`config.mk`:
```
export PLATFORM = sky130hd
export DESIGN_NAME = serial_bit_xform_flat
export DESIGN_NICKNAME = d
export VERILOG_FILES = /design/src/rtl/xform_pkg.sv /design/src/rtl/serial_bit_xform_if.sv /design/src/rtl/xform_bit_slice.sv /design/src/rtl/serial_bit_xform.sv /design/src/flat_wrapper.sv
export SDC_FILE = /design/constraint.sdc
export NUM_CORES = 1
export LEC_CHECK = 0
export CAP_MARGIN = 25
export CORE_MARGIN = 10
export CORE_UTILIZATION = 50
export DETAILED_ROUTE_END_ITERATION = 12
export PLACE_DENSITY_LB_ADDON = 0.25
export SLEW_MARGIN = 15
export SYNTH_ARGS = -nofsm -noshare
export SYNTH_HDL_FRONTEND = slang
export SYNTH_HIERARCHICAL = 1
export SYNTH_SLANG_ARGS = --single-unit
```
`constraint.sdc`:
```
create_clock -name clk -period 3.4 [get_ports clk]
set_input_delay 0.85 -clock clk [delete_from_list [all_inputs] [get_ports clk]]
set_output_delay 0.85 -clock clk [all_outputs]
set_load 0.02 [all_outputs]
```
`src/rtl/xform_pkg.sv`:
```
// ---------------------------------------------------------------------------
// xform_pkg
// Shared definitions for the serial bit-transform engine.
//   xform_mode_e : transform select encoding (the 2-bit mode field)
//   state_e      : control FSM state encoding (IDLE -> RUN -> DONE)
// Optional feature macro used across the slice: XFORM_PARITY_EN
// ---------------------------------------------------------------------------
package xform_pkg;

  typedef enum logic [1:0] {
    XF_BIN2GRAY = 2'd0,  // w[i] = x[i] ^ x[i+1], LSB-first
    XF_GRAY2BIN = 2'd1,  // w[i] = x[i] ^ w[i+1], MSB-first
    XF_REVERSE  = 2'd2,  // w[i] = x[WIDTH-1-i], LSB-first
    XF_NEGATE   = 2'd3   // two's-complement negate, LSB-first ripple carry
  } xform_mode_e;

  typedef enum logic [1:0] {
    S_IDLE = 2'd0,
    S_RUN  = 2'd1,
    S_DONE = 2'd2
  } state_e;

endpackage : xform_pkg

```
`src/rtl/serial_bit_xform_if.sv`:
```
// ---------------------------------------------------------------------------
// serial_bit_xform_if
// Request/result bundle for serial_bit_xform.
//   start  : request strobe (requester -> engine)
//   mode   : transform select, sampled with start
//   x      : WIDTH-bit operand, sampled with start
//   busy   : high while the engine is evaluating bits
//   done   : one-cycle pulse when y is updated
//   y      : WIDTH-bit result register
//   parity : XOR-reduce of y, only when XFORM_PARITY_EN is defined
// Modports: master = requester side, slave = engine side.
// ---------------------------------------------------------------------------
interface serial_bit_xform_if #(
  parameter int WIDTH = 8
);

  logic             start;
  logic [1:0]       mode;
  logic [WIDTH-1:0] x;
  logic             busy;
  logic             done;
  logic [WIDTH-1:0] y;
`ifdef XFORM_PARITY_EN
  logic             parity;

  modport master (output start, mode, x, input busy, done, y, parity);
  modport slave  (input start, mode, x, output busy, done, y, parity);
`else
  modport master (output start, mode, x, input busy, done, y);
  modport slave  (input start, mode, x, output busy, done, y);
`endif

endinterface : serial_bit_xform_if

```
`src/rtl/xform_bit_slice.sv`:
```
// ---------------------------------------------------------------------------
// xform_bit_slice
// Combinational one-bit step of the selected transform.
//   mode      : transform select
//   x_bit     : operand bit x[i]
//   x_nb      : neighbour operand bit (x[i+1] for Gray encode, x[WIDTH-1-i]
//               for reverse)
//   w_prev    : previously produced result bit w[i+1] (Gray decode)
//   carry_in  : negate ripple carry into bit i
//   w_bit     : result bit w[i]
//   carry_out : negate ripple carry out of bit i
// ---------------------------------------------------------------------------
module xform_bit_slice
  import xform_pkg::*;
(
  input  xform_mode_e mode,
  input  logic        x_bit,
  input  logic        x_nb,
  input  logic        w_prev,
  input  logic        carry_in,
  output logic        w_bit,
  output logic        carry_out
);

  // NOTE: every output gets a default before the case so no path leaves a
  // value unassigned; otherwise synthesis infers a latch.
  always_comb begin
    w_bit     = 1'b0;
    carry_out = carry_in;
    case (mode)
      XF_BIN2GRAY: w_bit = x_bit ^ x_nb;
      XF_GRAY2BIN: w_bit = x_bit ^ w_prev;
      XF_REVERSE:  w_bit = x_nb;
      XF_NEGATE: begin
        // Invert-and-add-one, one bit at a time.
        w_bit     = ~x_bit ^ carry_in;
        carry_out = ~x_bit & carry_in;
      end
      default: w_bit = 1'b0;
    endcase
  end

endmodule : xform_bit_slice

```
`src/rtl/serial_bit_xform.sv`:
```
// ---------------------------------------------------------------------------
// serial_bit_xform
// Bit-serial transform engine: latches a WIDTH-bit operand on start and
// produces one result bit per clock (Gray encode, Gray decode, bit reverse
// or negate). Result appears in y with a one-cycle done pulse WIDTH+1
// cycles after start is sampled.
//   clk  : system clock, rising edge
//   rst  : synchronous active-high reset
//   bus  : serial_bit_xform_if slave (start/mode/x in, busy/done/y out)
// Optional: XFORM_PARITY_EN adds bus.parity = ^y, updated together with y.
// ---------------------------------------------------------------------------
module serial_bit_xform
  import xform_pkg::*;
#(
  parameter int WIDTH = 8,
  parameter int CNT_W = $clog2(WIDTH + 1)
) (
  input  logic              clk,
  input  logic              rst,
  serial_bit_xform_if.slave bus
);

  localparam logic [CNT_W-1:0] LAST = CNT_W'(WIDTH - 1);

  state_e           state_q, state_d;
  xform_mode_e      mode_q;
  logic [WIDTH-1:0] opnd_q;
  logic [WIDTH-1:0] w_q;
  logic [WIDTH-1:0] y_q;
  logic [CNT_W-1:0] cnt_q;
  logic             carry_q;
  logic             busy_q;
  logic             done_q;

  logic             load;
  logic             last_bit;
  logic [CNT_W-1:0] idx;
  logic [CNT_W-1:0] idx_up;
  logic [CNT_W-1:0] idx_nb;
  logic [WIDTH:0]   x_ext;
  logic [WIDTH:0]   w_ext;
  logic [WIDTH-1:0] w_next;
  logic             x_nb;
  logic             w_bit;
  logic             carry_next;

  // -------------------------------------------------------------------------
  // Control FSM: next state
  // -------------------------------------------------------------------------
  always_comb begin
    state_d  = state_q;
    load     = 1'b0;
    last_bit = (state_q == S_RUN) && (cnt_q == LAST);
    case (state_q)
      S_IDLE: begin
        if (bus.start) begin
          load    = 1'b1;
          state_d = S_RUN;
        end
      end
      S_RUN: begin
        // start is deliberately ignored here; no request queueing.
        if (cnt_q == LAST) state_d = S_DONE;
      end
      S_DONE: begin
        if (bus.start) begin
          load    = 1'b1;
          state_d = S_RUN;
        end else begin
          state_d = S_IDLE;
        end
      end
      default: state_d = S_IDLE;
    endcase
  end

  // -------------------------------------------------------------------------
  // Bit index and neighbour selection
  // -------------------------------------------------------------------------
  // The operand and working registers are extended with a zero MSB so the
  // "bit above the top" reads as 0 for Gray encode/decode, and so every
  // index fits the counter width exactly.
  always_comb begin
    x_ext  = {1'b0, opnd_q};
    w_ext  = {1'b0, w_q};
    // Gray decode needs the higher result bit first, so it walks MSB-first.
    idx    = (mode_q == XF_GRAY2BIN) ? (LAST - cnt_q) : cnt_q;
    idx_up = idx + 1'b1;
    idx_nb = (mode_q == XF_REVERSE) ? (LAST - idx) : idx_up;
    x_nb   = x_ext[idx_nb];
  end

  xform_bit_slice u_slice (
    .mode      (mode_q),
    .x_bit     (x_ext[idx]),
    .x_nb      (x_nb),
    .w_prev    (w_ext[idx_up]),
    .carry_in  (carry_q),
    .w_bit     (w_bit),
    .carry_out (carry_next)
  );

  // Working register with the current bit merged in; y is loaded from this
  // on the last bit so it never exposes a partial result.
  always_comb begin
    w_next = w_q;
    for (int b = 0; b < WIDTH; b++) begin
      if (idx == CNT_W'(b)) w_next[b] = w_bit;
    end
  end

  // -------------------------------------------------------------------------
  // State and datapath registers
  // -------------------------------------------------------------------------
  // NOTE: sequential state uses non-blocking assignments so every register
  // samples pre-edge values regardless of statement order.
  always_ff @(posedge clk) begin
    if (rst) begin
      state_q <= S_IDLE;
      mode_q  <= XF_BIN2GRAY;
      opnd_q  <= '0;
      w_q     <= '0;
      y_q     <= '0;
      cnt_q   <= '0;
      carry_q <= 1'b1;
      busy_q  <= 1'b0;
      done_q  <= 1'b0;
    end else begin
      state_q <= state_d;
      busy_q  <= (state_d == S_RUN);
      done_q  <= (state_d == S_DONE);
      if (load) begin
        opnd_q  <= bus.x;
        mode_q  <= xform_mode_e'(bus.mode);
        cnt_q   <= '0;
        carry_q <= 1'b1;
        w_q     <= '0;
      end else if (state_q == S_RUN) begin
        w_q     <= w_next;
        carry_q <= carry_next;
        // Wrap on the last bit so the counter always stays a legal index.
        cnt_q   <= last_bit ? '0 : cnt_q + 1'b1;
      end
      if (last_bit) y_q <= w_next;
    end
  end

  assign bus.busy = busy_q;
  assign bus.done = done_q;
  assign bus.y    = y_q;

`ifdef XFORM_PARITY_EN
  logic parity_q;

  always_ff @(posedge clk) begin
    if (rst) begin
      parity_q <= 1'b0;
    end else if (last_bit) begin
      parity_q <= ^w_next;
    end
  end

  assign bus.parity = parity_q;
`endif

endmodule : serial_bit_xform

```
`src/flat_wrapper.sv`:
```
// flat-port wrapper written by rule: the top's interface ports become plain ports
module serial_bit_xform_flat import xform_pkg::*;
#(
  parameter int WIDTH = 8,
  parameter int CNT_W = $clog2(WIDTH + 1)
)
  (clk, rst, bus_start, bus_mode, bus_x, bus_busy, bus_done, bus_y);
  serial_bit_xform_if #(.WIDTH(WIDTH)) bus_i ();
  input  logic clk;
  input  logic rst;
  input wire logic [$bits(bus_i.start)-1:0] bus_start;
  input wire logic [$bits(bus_i.mode)-1:0] bus_mode;
  input wire logic [$bits(bus_i.x)-1:0] bus_x;
  output wire logic [$bits(bus_i.busy)-1:0] bus_busy;
  output wire logic [$bits(bus_i.done)-1:0] bus_done;
  output wire logic [$bits(bus_i.y)-1:0] bus_y;
  assign bus_i.start = bus_start;
  assign bus_i.mode = bus_mode;
  assign bus_i.x = bus_x;
  assign bus_busy = bus_i.busy;
  assign bus_done = bus_i.done;
  assign bus_y = bus_i.y;
  serial_bit_xform #(.WIDTH(WIDTH), .CNT_W(CNT_W)) u_core (.clk(clk), .rst(rst), .bus(bus_i));
endmodule
```
-- After elaboration in Yosys (flattened, before gate mapping)
Index checks and enable logic that the tools add are counted.
- flip-flop bits (word level): 35
- add/sub/neg operators: 4
- magnitude comparators: 3
- equality and inequality tests: 15
- muxes and demuxes: 24
- bitwise logic cells: 5
- reductions and logical operators: 7
- operator list (operator ; number):
    4-bit by 3-bit equality test with 1-bit output, second input constant ; 5
    4-bit by 5-bit < comparator with 1-bit output, second input constant ; 3
    1-bit two-way mux ; 14
    1-bit binary-select mux with 4-bit select ; 3
    4-bit two-way mux ; 3
    4-bit by 1-bit adder with 4-bit output, second input constant ; 2
    2-bit equality test, second input constant ; 4
    4-bit by 2-bit equality test with 1-bit output, second input constant ; 2
    3-bit by 4-bit subtractor with 4-bit output, first input constant ; 2
    2-bit by 1-bit equality test with 1-bit output, second input constant ; 3
    2-bit case mux with 3 select lines ; 1
    4-bit by 1-bit equality test with 1-bit output, second input constant ; 1
    2-bit logical NOT ; 2
    4-bit logical NOT ; 1
    2-bit two-way mux ; 2
    1-bit case mux with 4 select lines ; 1
    2-bit OR reduction ; 2
    1-bit XOR ; 3
    2-bit AND reduction ; 1
    1-bit AND ; 1
    1-bit logical AND ; 1
    1-bit inverter ; 1

-- Logic depth before layout (Yosys ltp)
- depth in word-level cells: 9
- mapped depth: 20
- mapped depth without buffers: 17

-- Cells and area by module
Netlist, hierarchy kept.
- modules (own cells, without submodules) (module ; instances ; cells each ; area an instance (um2) ; seq. area each (um2)):
    serial_bit_xform ; 1 ; 262 ; 1988.2 ; 700.7
    xform_bit_slice ; 1 ; 11 ; 85.1 ; 0.0

-- Worst setup path before layout
OpenSTA, ideal clock, no wires.
- path kind: reg2reg
- from: reg u_core.mode_q[0]
- to: reg u_core.w_q[1]
- library setup time: 121 ps
- data arrival time: 3475 ps
- data required time: 3279 ps
- path slack: -196 ps
- stages on the path, launching flop included: 19
- buffers on the path: 2
- clock period less this slack: 3596 ps
- cell sequence: dfxtp_1 -> buf_2 -> or4b_4 -> o21a_4 -> o22ai_1 -> nor3_1 -> a22oi_1 -> nand2_1 -> inv_1 -> ha_1 -> mux2i_1 -> a21oi_2 -> o21a_1 -> buf_2 -> nand2b_1 -> or4_1 -> o22a_1 -> o221ai_1 -> nand2_1
- cells in the longest elaborated chain, start to end: 9
- RTL lines (what ; RTL line ; text):
    start, declared ; serial_bit_xform.sv:26 ; xform_mode_e mode_q;
    start signal, assigned ; serial_bit_xform.sv:134 ; mode_q <= xform_mode_e'(bus.mode);
    2-bit by 1-bit equality test with 1-bit output ; xform_bit_slice.sv:30, serial_bit_xform.sv:87 ;
    4-bit two-way mux ; serial_bit_xform.sv:87 ; idx = (mode_q == XF_GRAY2BIN) ? (LAST - cnt_q) : cnt_q;
    4-bit by 1-bit adder with 4-bit output or 3-bit by 4-bit subtractor with 4-bit output (tied branches) ; serial_bit_xform.sv:88, serial_bit_xform.sv:89 ;
    4-bit two-way mux ; serial_bit_xform.sv:89 ; idx_nb = (mode_q == XF_REVERSE) ? (LAST - idx) : idx_up;
    1-bit binary-select mux with 4-bit select ; serial_bit_xform.sv:90 ; x_nb = x_ext[idx_nb];
    1-bit two-way mux (not written as such) ; serial_bit_xform.sv:90 ;
    1-bit XOR ; xform_bit_slice.sv:31 ; XF_BIN2GRAY: w_bit = x_bit ^ x_nb;
    1-bit case mux with 4 select lines (*) ; xform_bit_slice.sv:30 ; case (mode)
    named net u_core.w_bit ; serial_bit_xform.sv:44 ; logic w_bit;
    1-bit two-way mux (*) ; serial_bit_xform.sv:108 ; if (idx == CNT_W'(b)) w_next[b] = w_bit;
    end signal, assigned ; serial_bit_xform.sv:139 ; w_q <= w_next;
    end, declared ; serial_bit_xform.sv:28 ; logic [WIDTH-1:0] w_q;
Mark *: on every way through the listed nets, which the timed path passes. The rest lies on a longest branch. The select of a mux whose other input is x is not followed.
A chain may end at the register's enable or synchronous reset.

-- Final worst setup path
- from: reg u_core.mode_q[1]
- to: reg u_core.y_q[1] (netlist: u_core/bus.y[1])
- cells in the longest elaborated chain, start to end: 9
- RTL lines (what ; RTL line ; text):
    2-bit by 1-bit equality test with 1-bit output ; xform_bit_slice.sv:30, serial_bit_xform.sv:87 ;
    4-bit two-way mux ; serial_bit_xform.sv:87 ;
    4-bit by 1-bit adder with 4-bit output or 3-bit by 4-bit subtractor with 4-bit output (tied branches) ; serial_bit_xform.sv:88, serial_bit_xform.sv:89 ;
    4-bit two-way mux ; serial_bit_xform.sv:89 ;
    1-bit binary-select mux with 4-bit select ; serial_bit_xform.sv:90 ;
    1-bit two-way mux (not written as such) ; serial_bit_xform.sv:90 ;
    1-bit XOR ; xform_bit_slice.sv:31 ;
    1-bit case mux with 4 select lines (*) ; xform_bit_slice.sv:30 ;
    named net u_core.w_bit ; serial_bit_xform.sv:44 ;
    1-bit two-way mux (*) ; serial_bit_xform.sv:108 ;
    end signal, assigned ; serial_bit_xform.sv:144 ; if (last_bit) y_q <= w_next;
    end, declared ; serial_bit_xform.sv:29 ; logic [WIDTH-1:0] y_q;
Marked as above.

==> results.py <==
metrics = {
    "drt": {
        "vias": 2072,
        "dr.pass1.iters": 4,
        "drtIter0Drc": 227,
        "wl_um": 5766,
        "via_per_inst": 5.661,
        "drtAntennaViolNets": 0,
        "wl_per_cell_um": 15.75,
        "post-route-drc-count": 0,
    },
    "synthesis": {
        "synthFlopType": "dfxtp_1",
        "synth_top_family_by_area": "simple AND/OR/NAND/NOR gates",
        "synthAdderAreaFrac_pct": 1.207,
        "seq_area_frac_synth_pct": 33.80,
        "synth_compound_area_share_pct": 25.17,
        "ys_async_sr_fraction_pct": 0,
        "synthCells": 273,
        "synth_xor_area_share_pct": 2.535,
        "synth-seq-cells": 35,
        "synth.avg_cell_area_um2": 7.594,
        "synth_edf_count": 0,
        "muxShareOfSynthArea_pct": 4.526,
        "synthesis.area_um2": 2073,
        "ys_types": 55,
        "yosys_warnings": 6,
        "synth-simple-area-share_pct": 27.46,
        "synth_nets": 288,
    },
    "place": {
        "dp.final_hpwl_um": 4276,
        "dpl-instance-area_um2": 2510,
        "gp_congestion": 0.9037,
        "place_ws_ns": -0.08551,
        "port_buffers": 22,
    },
    "layout": {
        "num_antenna_cells": 0,
        "final_common_cell": "nand2_1",
        "drive_above_1_share_pct": 20.89,
        "area_growth_syn_to_layout_pct": 28.79,
        "stdcell_area_um2": 2670,
        "layout.nets": 330,
        "final_cell_mix": "nand2_1 (37), nor2_1 (31), dfxtp_1 (31), buf_4 (31), a21oi_1 (30)",
    },
    "status": {
        "status": "finished, violations left",
        "violations": "setup timing",
    },
    "clocking": {
        "clk_path_buf_depth": 2,
        "cts_tree": "yes",
        "cts_htree_levels": 2,
        "ctsRootBufferMaster": "clkbuf_8",
        "clock_latency_ns": 0.29,
        "clk_transition_reported_paths_ns": 0.07,
        "clock_sinks": 35,
        "cts_buffers": 5,
    },
    "floorplan": {
        "die_height_um": 84.40,
        "die_width_um": 84.40,
        "num_rows": 23,
        "start_util_pct": 51.83,
        "dieArea_um2": 7123,
        "fp.coreArea_um2": 4000,
        "ioPinCount": 23,
    },
    "timing": {
        "min_period_ns": 3.430,
        "setup_viol": 1,
        "hold_viol_final": 0,
        "maxSlewViolCount": 0,
        "final.period_utilization_pct": 100.9,
        "rsz0062_at_grt": "yes",
        "tightest_slew_ns": 0.6056,
        "maxSlewHeadroom_pct": 59.54,
        "fmax_mhz": 291.6,
        "finalClockSkew_ns": 0.005417,
        "hold_ws_ns": 0.4708,
        "fin_ws_ns": -0.02959,
    },
    "min_path": {
        "hp-start": "u_core/bus.y[1]",
        "min_path_type": "flip-flop to flip-flop",
    },
    "setup_path": {
        "regToRegStartpoint": "u_core/mode_q[1]",
        "end_kind": "flip-flop",
        "crit_fanout": 4,
        "crit_path_start": "u_core/mode_q[1]",
        "cp_data_arrival_time_ns": 3.61,
        "worstSetupPathType": "flip-flop to flip-flop",
        "cp-start-kind": "flip-flop",
        "required_ns": 3.58,
    },
    "run": {
        "maxCapViolCount": 0,
    },
    "power": {
        "worst_ir_drop_vdd_uv": 346.5,
        "total_power_mw": 0.9870,
        "leakage_nw": 1.009,
        "p_per_area_nw_per_um2": 369.6,
    },
    "global_routing": {
        "grt_pass1_wl_um": 9846,
        "grt_overflow": 0,
        "track_usage_pct": 16.38,
        "antenna_found_initial": 0,
        "grt_pass1_vias": 2067,
        "grt_max_degree": 17,
    },
}
-- final cells by class --
class                   count  area, µm²
multi-input cells         213       1323
well taps                  50      62.56
clock buffers               5      68.82
flip-flops and latches     35      710.7
fillers                   343       1330
clock inverters             3      18.77
repair buffers             54      464.2
inverters                   6      22.52
-- synthesized netlist by cell type (all sizes together) (6+ instances only) --
library cell  instances  area share [%]
nand2                37             6.7
dfxtp                35              34
nor2                 34             7.0
a21oi                31             7.7
nor3                 12             2.9
clkbuf               10             1.8
o21ai                10             2.4
buf                   9             2.4
nand2b                9             2.7
o22ai                 9             3.0
inv                   6             1.1
mux2i                 6             2.9
nand3                 6             1.4
nor2b                 6             1.8
-- worst max-delay path, cell delays in order, from the launching register on --
cell      delay (ns)
dfxtp_4         0.36
buf_6           0.12
or4b_4          0.52
o21a_4          0.15
o22ai_2         0.15
nor3_2          0.07
a22oi_1         0.17
nand2_1         0.10
inv_1           0.06
ha_1            0.21
mux2i_1         0.19
a21oi_2         0.08
o21a_1          0.12
nand2b_4        0.14
or4_4           0.42
o22a_1          0.21
o21ai_1         0.15
a21oi_1         0.08
-- registers in the layout, summed over array words and instances (netlist names) --
name	count
u_core/opnd_q	8
u_core/state_q	2
u_core/mode_q	2
u_core/bus.y	8
u_core/w_q	8
u_core/carry_q	1
u_core/bus.busy	1
u_core/bus.done	1
u_core/cnt_q	4
-- routing by layer --
metal | vias to the layer above | global-route usage (%) | part of all wire [%]
met5 | - | 0 | 0
met4 | 0 | 4.790 | 0.49
met3 | 2 | 3.768 | 5.5
met2 | 56 | 26.56 | 46
met1 | 957 | 21.05 | 47
li1 | 1057 | - | -
-- what timing repair did --
action                     in CTS  in global routing
hold buffers                    0                  0
pin swaps                      10                 15
buffers inserted                1                  1
gates resized for setup         8                  5
setup endpoints to repair       4                  8
-- cells by family (layout without fill, tap and decap cells) --
group,after synthesis,in the layout
DFF,35,35
muxes,9,9
AOI/OAI and AO/OA,79,79
and+or+nand+nor,117,117
adders and majority gates,2,2
buffers and inverters,25,68
xor gates and xnor gates,6,6
-- stage by stage --
stage	util (%)	cells	TNS, ns
floorplan	-	273	-0.2668
global placement	62.75	356	0
detailed placement	62.75	356	-0.2012
CTS	65.87	365	0
global route	66.75	366	-1.594
finish	66.75	366	-0.02959
-- report_power, final --
| part | internal, mW | leakage [nW] | switching (mW) |
|---|---|---|---|
| Clock | 0.143 | 0.0445 | 0.160 |
| Sequential | 0.424 | 0.287 | 0.0173 |
| Combinational | 0.116 | 0.678 | 0.126 |
| Total | 0.683 | 1.01 | 0.304 |
-- worst paths after layout --
path	slack (ns)	endpoint	cells after the start
worst min register to register	0.47	u_core/bus.y[1]	2
worst max-delay path	-0.03	u_core/bus.y[1]	17
worst min-delay path	0.47	u_core/bus.y[1]	2
worst max register to register	-0.03	u_core/bus.y[1]	17
No activity file was read; power rests on OpenSTA's default activity.
